### config.mk
export PLATFORM = sky130hd
export DESIGN_NAME = hazard_ctrl
export DESIGN_NICKNAME = d
export VERILOG_FILES = /design/src/rtl/hazard_ctrl.sv
export SDC_FILE = /design/constraint.sdc
export NUM_CORES = 1
export LEC_CHECK = 0
export CORE_MARGIN = 4
export CORE_UTILIZATION = 41
export DETAILED_ROUTE_END_ITERATION = 6
export MAX_ROUTING_LAYER = met4
export PLACE_DENSITY = 0.76
export SYNTH_ARGS = -nofsm -noshare
export SYNTH_HDL_FRONTEND = slang
export SYNTH_SLANG_ARGS = --single-unit
### constraint.sdc
create_clock -name clk -period 3.4 [get_ports clk]
set_input_delay 1.02 -clock clk [delete_from_list [all_inputs] [get_ports clk]]
set_output_delay 1.02 -clock clk [all_outputs]
set_load 0.03 [all_outputs]
### src/rtl/hazard_ctrl.sv
// hazard_ctrl: stall/bubble/flush sequencing for the 5-stage core, with a data-memory freeze
// and saturating stall/flush counters.
module hazard_ctrl #(
    parameter int CNT_W = 16
) (
    input  logic             clk,
    input  logic             rst,
    input  logic [4:0]       id_rs,
    input  logic [4:0]       id_rt,
    input  logic             id_use_rs,
    input  logic             id_use_rt,
    input  logic             id_branch,
    input  logic             id_jr,
    input  logic             id_jump,
    input  logic             id_pcsrc,
    input  logic [4:0]       ex_dest,
    input  logic             ex_regwrite,
    input  logic             ex_memread,
    input  logic [4:0]       mem_dest,
    input  logic             mem_memread,
    input  logic             mem_busy,
    output logic             pc_stall,
    output logic             ifid_stall,
    output logic             ifid_flush,
    output logic             idex_bubble,
    output logic             freeze,
    output logic [1:0]       state,
    output logic [CNT_W-1:0] stall_cnt,
    output logic [CNT_W-1:0] flush_cnt
);
    localparam logic [1:0] RUN = 2'd0, STALL2 = 2'd1, FREEZE = 2'd2;
    logic [1:0] saved, eff, len;
    logic       ex_hit, mem_hit, idop, act, stall;
    assign ex_hit  = (ex_dest != 5'd0) & ((id_use_rs & (ex_dest == id_rs)) | (id_use_rt & (ex_dest == id_rt)));
    assign mem_hit = (mem_dest != 5'd0) & ((id_use_rs & (mem_dest == id_rs)) | (id_use_rt & (mem_dest == id_rt)));
    assign idop    = id_branch | id_jr;
    always_comb begin
        len = (idop & ex_memread & ex_hit)   ? 2'd2 :
              (idop & ex_regwrite & ex_hit)  ? 2'd1 :
              (idop & mem_memread & mem_hit) ? 2'd1 :
              (!idop & ex_memread & ex_hit)  ? 2'd1 : 2'd0;
    end
    // Leaving a freeze behaves exactly like the state that was interrupted.
    assign eff         = (state == FREEZE) ? saved : state;
    assign act         = rst & !mem_busy;
    assign stall       = act & ((eff == STALL2) | ((eff == RUN) & (len != 2'd0)));
    assign pc_stall    = stall;
    assign ifid_stall  = stall;
    assign idex_bubble = stall;
    assign ifid_flush  = act & (eff == RUN) & (len == 2'd0) & (id_jump | id_jr | (id_branch & id_pcsrc));
    assign freeze      = rst & mem_busy;
    always_ff @(posedge clk) begin
        if (!rst) begin
            state     <= RUN;
            saved     <= RUN;
            stall_cnt <= '0;
            flush_cnt <= '0;
        end else begin
            if (mem_busy) begin
                state <= FREEZE;
                saved <= eff;
            end else begin
                state <= ((eff == RUN) && (len == 2'd2)) ? STALL2 : RUN;
            end
            if (stall && stall_cnt != '1) stall_cnt <= stall_cnt + CNT_W'(1);
            if (ifid_flush && flush_cnt != '1) flush_cnt <= flush_cnt + CNT_W'(1);
        end
    end
endmodule
* Word level (Yosys, flattened, before mapping) *
Index checks and enable logic that the tools add are counted.

cells by class
  add/subtract/negate cells = 2
  equal/unequal tests = 9
  muxes and demuxes = 7
  bitwise gates (word level) = 29
  reduce and logical (&&, ||, !) cells = 11

operator list
  kind                                                             count
  16-bit by 1-bit adder with 16-bit output, second input constant  2
  16-bit inequality test, second input constant                    2
  1-bit bitwise AND                                                22
  5-bit == test                                                    4
  5-bit nonzero test                                               2
  2-bit two-way mux                                                3
  1-bit bitwise OR                                                 6
  2-bit == test, second input constant                             2
  2-bit logical NOT                                                2
  1-bit two-way mux                                                4
  1-bit logical AND                                                3
  2-bit by 1-bit == test with 1-bit output, second input constant  1
  1-bit logical NOT                                                2
  2-bit nonzero test                                               1
  2-bit OR reduction                                               1
  1-bit NOT                                                        1

word-level totals
  flip-flop bits (word level) = 36
  input port bits = 32
  logic and storage cells = 63

* Logic depth before layout (Yosys ltp) *
Gate-level depths: netlist of run 1.

  word-level depth = 14
  mapped depth = 9
  mapped depth without buffers = 7

* Worst setup path before layout of run 1 *
Ideal clock, no wire load.

  kind = input-to-output
  start point = input port mem_dest[0]
  end point = output port ifid_stall
  data arrival time = 2.650 ns
  required time = 2.380 ns
  slack = -0.270 ns
  cell stages on the path = 5
  cells stage by stage = or3_1 -> o311a_4 -> a221oi_4 -> nor2_1 -> buf_4

on the way
  word-level cells in the longest chain between the ends = 12

ends and longest elaborated chain
  what                    line  RTL
  from (decl)             19    input logic [4:0] mem_dest,
  5-bit == test           35    assign mem_hit = (mem_dest != 5'd0) & ((id_use_rs & (mem_dest == id_rs)) | (id_use_rt & (mem_dest == id_rt)));
  1-bit bitwise AND       35
  1-bit bitwise OR        35
  1-bit bitwise AND (*)   35
  1-bit bitwise AND (*)   40    (idop & mem_memread & mem_hit) ? 2'd1 :
  1-bit two-way mux (*)   40
  1-bit two-way mux (*)   39    (idop & ex_regwrite & ex_hit) ? 2'd1 :
  2-bit two-way mux (*)   38    len = (idop & ex_memread & ex_hit) ? 2'd2 :
  2-bit nonzero test (*)  46    assign stall = act & ((eff == STALL2) | ((eff == RUN) & (len != 2'd0)));
  1-bit bitwise AND (*)   46
  1-bit bitwise OR (*)    46
  1-bit bitwise AND (*)   46
  to (decl)               23    output logic ifid_stall,

Every way passes the cells marked *; elsewhere a longest branch is shown, timed or not.

* Final worst setup path of run 1 *
  start point = input port ex_dest[3]
  end point = output port ifid_stall

on the way
  word-level cells in the longest chain between the ends = 13

ends and longest elaborated chain
  what                    line  RTL
  from (decl)             16    input logic [4:0] ex_dest,
  5-bit == test           34    assign ex_hit = (ex_dest != 5'd0) & ((id_use_rs & (ex_dest == id_rs)) | (id_use_rt & (ex_dest == id_rt)));
  1-bit bitwise AND       34
  1-bit bitwise OR        34
  1-bit bitwise AND (*)   34
  1-bit bitwise AND       41    (!idop & ex_memread & ex_hit) ? 2'd1 : 2'd0;
  1-bit two-way mux       41
  1-bit two-way mux       40
  1-bit two-way mux       39
  2-bit two-way mux (*)   38
  2-bit nonzero test (*)  46
  1-bit bitwise AND (*)   46
  1-bit bitwise OR (*)    46
  1-bit bitwise AND (*)   46

Marked as above.

==> metrics.txt, run 1 <==
hold path start stall_cnt[9]; hold_ws 486.1 ps; 1st-iter DRT viols 51; Pins Over Slew Limit 0; post-synthesis cell area 0.002066 sq mm; layout net count 373; cell count after placement 397; failing checks setup timing; Yosys warnings 0; vias in the first global route 2133; actual slew at the worst max-slew pin 415.0 ps; register area share after synthesis 34.89%; worst reg2reg path endpoint flush_cnt[2]; setup ws final -30.71 ps; gpl congestion 0.8187; Worst IR Drop VDD 0.0002701 V; ys async rst share 0%; H-tree levels 2; crit path capture type output port; final worst-path cycle share 100.9%; Hold WC Path Type flip-flop to flip-flop; reg2reg setup slack 1400 ps; # Max-Cap Violations 0; drt pass-1 iters 4; crit-path max FO 3; HPWL after DPL 4275 um; Std-Cell Rows 25; core area 0.004817 sq mm; Setup Crit Path Kind input port to output port; outcome finished, violations left; Vias/cell 5.216; die area 0.006238 sq mm; area leader, netlist dfxtp_1; Distinct cells, synth 38; CTS tree built; Starting Density 42.88%; layout cells sized above 1 17.65%; drt total wl 5628 um; final instance area 0.003177 sq mm; largest net degree at the start of global routing 23; sum of negative setup slack -91.82 ps; final setup fails 3; drc violations 0; Setup crit end ifid_stall; IO buf count 70; Synth Flop Type dfxtp_1; Fmax 0.2915 GHz; Crit. Startpoint ex_dest[3]; PwrDens 345.7 mW/mm^2; R2R cell count 8; minimum clock period 3431 ps; Via Count 2123; Placement Cell Area 0.002967 sq mm; Layout Cells excl Fill 407; worst skew pair latency 290 ps; CTS sink cnt 36; Synth Register Bits 36; RSZ-0062 raised after global routing yes; Mapped Nets 281; area grow syn2layout 53.79%; Max clock buf depth 2; Routed Antenna Nets 0; synthesized area per cell 8.363 sq um; die height 78.98 um; first-pass GRT wire length 9439 um; CP startpoint kind input port; total grt overflow 0; leak pwr 1.240 nW; final hold viol count 0; Worst Path Required 2380 ps; share of the synthesized area in the top cell type 34.89%; max_slew headroom 72.12%; top cells by area, synth dfxtp_1 (35%), xnor2_1 (12%), nand2_1 (6.4%), mux2i_1 (5.8%), a21oi_1 (3.1%); Critical R2R Launch flush_cnt[1]; initial antenna violation count 0; Tot GR Track Use 19.16%; Num CTS Buffers 5; CTS root buf clkbuf_8; clock-pin slew on the worst setup and hold paths 70 ps; CP Data Arrival Time 2410 ps; Worst Skew 5.540 ps; Layout Utilization 65.95%; cells after synthesis 247; top post-synthesis cells by count dfxtp_1 (36), nand2_1 (35), xnor2_1 (28), nor2_1 (17), a21oi_1 (13); Die Span X 78.98 um; DR WL/cell 13.83 um; most numerous cell in the Yosys netlist dfxtp_1; diode count 0; Ports 71; number of synthesized flops with an enable pin 0
[cells by family after synthesis]
| logic type | share of synthesized area, % |
|---|---|
| xor gates and xnor gates | 11.87 |
| buffers and inverters | 2.846 |
| DFF | 34.89 |
| and+or+nand+nor | 30.35 |
| adders and majority gates | 1.211 |
| muxes | 5.815 |
| AOI/OAI and AO/OA | 13.02 |
[metal layers]
| metal | global-route usage, % | vias up | part of all wire, % |
|---|---|---|---|
| li1 | - | 1064 | - |
| met1 | 23.93 | 996 | 46 |
| met2 | 31.73 | 58 | 47 |
| met3 | 4.082 | 5 | 5.4 |
| met4 | 4.639 | 0 | 1.1 |
| met5 | - | - | 0 |
[timing repair]
item | 4_1_cts | 5_1_grt
buffers inserted | 1 | 1
endpoints found under the setup margin | 4 | 4
hold buffers | 0 | 0
pin swaps | 11 | 6
resized for setup | 53 | 11
[through the flow]
stage / worst slack (ps) / total power (W)
2_1_floorplan: -140.0 / 0.0005034
3_3_place_gp: -490.2 / 0.0005834
3_5_place_dp: -521.0 / 0.0005848
4_1_cts: -68.63 / 0.001103
5_1_grt: -94.72 / 0.001136
6_report: -30.71 / 0.001098
[how the worst min path moves through the flow]
stage,end,cells past startpoint
2_1_floorplan,saved[0],2
3_3_place_gp,stall_cnt[9],2
3_5_place_dp,flush_cnt[5],1
4_1_cts,stall_cnt[9],2
5_1_grt,flush_cnt[8],2
6_report,stall_cnt[9],2
[registers in the layout, summed over array words and instances, names as in the netlist]
register,count
saved,2
state,2
stall_cnt,16
flush_cnt,16
[power by group]
group | total, W | switching, W | leakage [nW] | internal [W]
clock | 0.000521 | 0.000154 | 0.0784 | 0.000367
combinational | 0.000150 | 0.0000715 | 0.871 | 0.0000786
sequential | 0.000427 | 0.00000343 | 0.290 | 0.000424
[area by class of cell]
| class | instances | area [sq um] |
|---|---|---|
| inverter | 4 | 15.01 |
| timing repair buffer | 94 | 853.3 |
| fill | 427 | 1640 |
| clock buffer | 5 | 68.82 |
| multi-input combinational | 198 | 1345 |
| clock inverter | 3 | 90.09 |
| sequential | 36 | 720.7 |
| tap | 67 | 83.83 |
[cell usage in the layout (no fill, tap or decap), types with 5 or more instances in the layout]
master,n
clkdlybuf4s50_1,43
dfxtp_1,36
nand2_1,35
xnor2_1,28
buf_4,24
dlygate4sd2_1,14
nor2_1,12
mux2i_1,12
a21oi_1,12
nand4_1,10
nand3_1,10
o21ai_0,8
and3_1,8
buf_6,8
and2_1,6
nor3_1,6
and4_1,5
clkbuf_8,5
[critical path, cell delays in order]
cell and delay [ps]:
buf_6 90, or4_4 550, nor2_4 130, nor2_4 70, a221oi_4 310, nor2_4 90
buf_6 150
Power figures use the tool's default switching activity.
==> run 2: changes to the inputs <==
CORE_UTILIZATION = 48   (was 41)
PLACE_DENSITY = 0.84   (was 0.76)
clock period = 4.4 ns   (was 3.4 ns; I/O delays follow)
==> metrics.txt, run 2 (same netlist as run 1, synthesis figures left out) <==
outcome finished clean; Ports 71; CP startpoint kind input port; Via Count 2102; CTS tree built; DP Worst Slack -128.2 ps; PwrDens 216.6 mW/mm^2; Placement Cell Area 0.002870 sq mm; vias in the first global route 2033; final setup fails 0; 1st-iter DRT viols 99; gpl congestion 0.9399; DR WL/cell 15.12 um; Fmax 0.2307 GHz; # Max-Cap Violations 0; WP buf/inv 2; CTS root buf clkbuf_8; max_slew headroom 71.73%; diode count 0; minimum clock period 4335 ps; final worst-path cycle share 98.51%; crit path capture type output port; Psw 0.0001596 W; first-pass GRT wire length 9211 um; Std-Cell Rows 23; CP Data Arrival Time 3010 ps; Die Span X 73.60 um; Num CTS Buffers 5; HPWL after DPL 4274 um; commonest non-fill, non-tap cell in the layout clkdlybuf4s50_1; Worst IR Drop VDD 0.0002011 V; die height 73.60 um; drt total wl 5686 um; combinational share of power 17.3%; largest net degree at the start of global routing 23; leak pwr 1.148 nW; sum of negative setup slack 0 ps; final hold viol count 0; clock network power share 31.8%; Hold WC Path Type flip-flop to flip-flop; drc violations 0; Routed Antenna Nets 0; Setup Crit Path Kind input port to output port; initial antenna violation count 0; total grt overflow 0; core area 0.004086 sq mm; Hold Buf Count CTS 0; H-tree levels 2; Worst Path Required 3080 ps; most frequent cells in the layout clkdlybuf4s50_1 (60), dfxtp_1 (36), nand2_1 (35), xnor2_1 (28), buf_4 (15); P_int 0.0004882 W; final instance area 0.002990 sq mm; critical-path cell with the highest stage delay or4_4; drt pass-1 iters 4; Net Sw Frac 24.64%; crit-path max FO 3; setup ws final 65.43 ps; Pins Over Slew Limit 0; Vias/cell 5.590; CTS sink cnt 36; CP max stage delay 510 ps; CP cell instances clkdlybuf4s50_1 -> or4_4 -> nor2_4 -> nor2_4 -> a221oi_4 -> nor2_4 -> buf_6; Top delay family on crit path simple AND/OR/NAND/NOR gates; sequential share of power 51.0%; Max clock buf depth 2; Starting Density 50.55%; clock-pin slew on the worst setup and hold paths 60 ps; area grow syn2layout 44.76%; worst skew pair latency 280 ps; Worst Skew 8.202 ps; top flop regs flush_cnt x16, stall_cnt x16; IO buf count 70; Layout Utilization 73.18%; layout cells sized above 1 10.43%; die area 0.005417 sq mm; total power 0.0006479 W; CP most frequent cell nor2_4; actual slew at the worst max-slew pin 424.0 ps; Tot GR Track Use 22.01%; layout net count 362; Filler Cell Count 340
run 2: cell types whose count changed in the layout (fill, tap and decap cells not counted), sizes merged:
cell,change
bufinv,-3
clkdlybuf4s50,+17
buf,-17
dlymetal6s2s,+4
clkdlybuf4s15,-1
dlygate4sd2,-13
clkbuf,-1
run 2: repair_timing:
action,4_1_cts,5_1_grt
endpoints found under the hold margin,0,0
setup endpoints to repair,4,4
setup buffers,0,0
resized for setup,4,12
pin swaps,0,6
run 2: cell type report:
cell class / count / area [sq um] / share of cell area [%]
clock buffers: 5 / 68.82 / 2.301
inverters: 4 / 15.01 / 0.5021
multi-input cells: 198 / 1318 / 44.06
flip-flops and latches: 36 / 720.7 / 24.10
well taps: 50 / 62.56 / 2.092
repair buffers: 83 / 805.8 / 26.95
run 2: path summary, 6_finish.rpt:
path | start | end | slack [ps] | cells after the start
setup reg to reg | flush_cnt[8] | flush_cnt[10] | 2300 | 7
hold reg to reg | stall_cnt[9] | stall_cnt[9] | 480 | 2
setup / recovery | ex_dest[1] | ifid_stall | 70 | 7
hold / removal | stall_cnt[9] | stall_cnt[9] | 480 | 2
run 2: worst register-to-register path: stages (launching register included):
cell and delay [ps]:
dfxtp_1 330, and3_1 220, and4_1 250, and3_1 210, nand4_1 120, nand3_2 250, or4_1 480, a21oi_1 160
run 2: stage by stage:
step                      cells  hold slack (ps)
after CTS                   376            483.5
after detailed placement    371            473.6
after global placement      371            471.4
after floorplan             247            478.2
after global routing        376            496.3
final                       376            480.1
run 2: power by group through the flow:
stage	Sequential (W)	Combinational, W	Clock [W]
3_5_place_dp	0.000337	0.000109	0
3_3_place_gp	0.000337	0.000106	0
2_1_floorplan	0.000341	0.0000475	0
5_1_grt	0.000330	0.000120	0.000222
4_1_cts	0.000330	0.000109	0.000208
6_report	0.000330	0.000112	0.000206
run 2: layer usage:
layer	track usage (%)	vias up	part of all wire [%]
met5	-	-	0
met4	5.835	0	1.2
met3	4.104	7	6.2
met2	37.11	69	48
met1	26.86	989	44
li1	-	1037	-
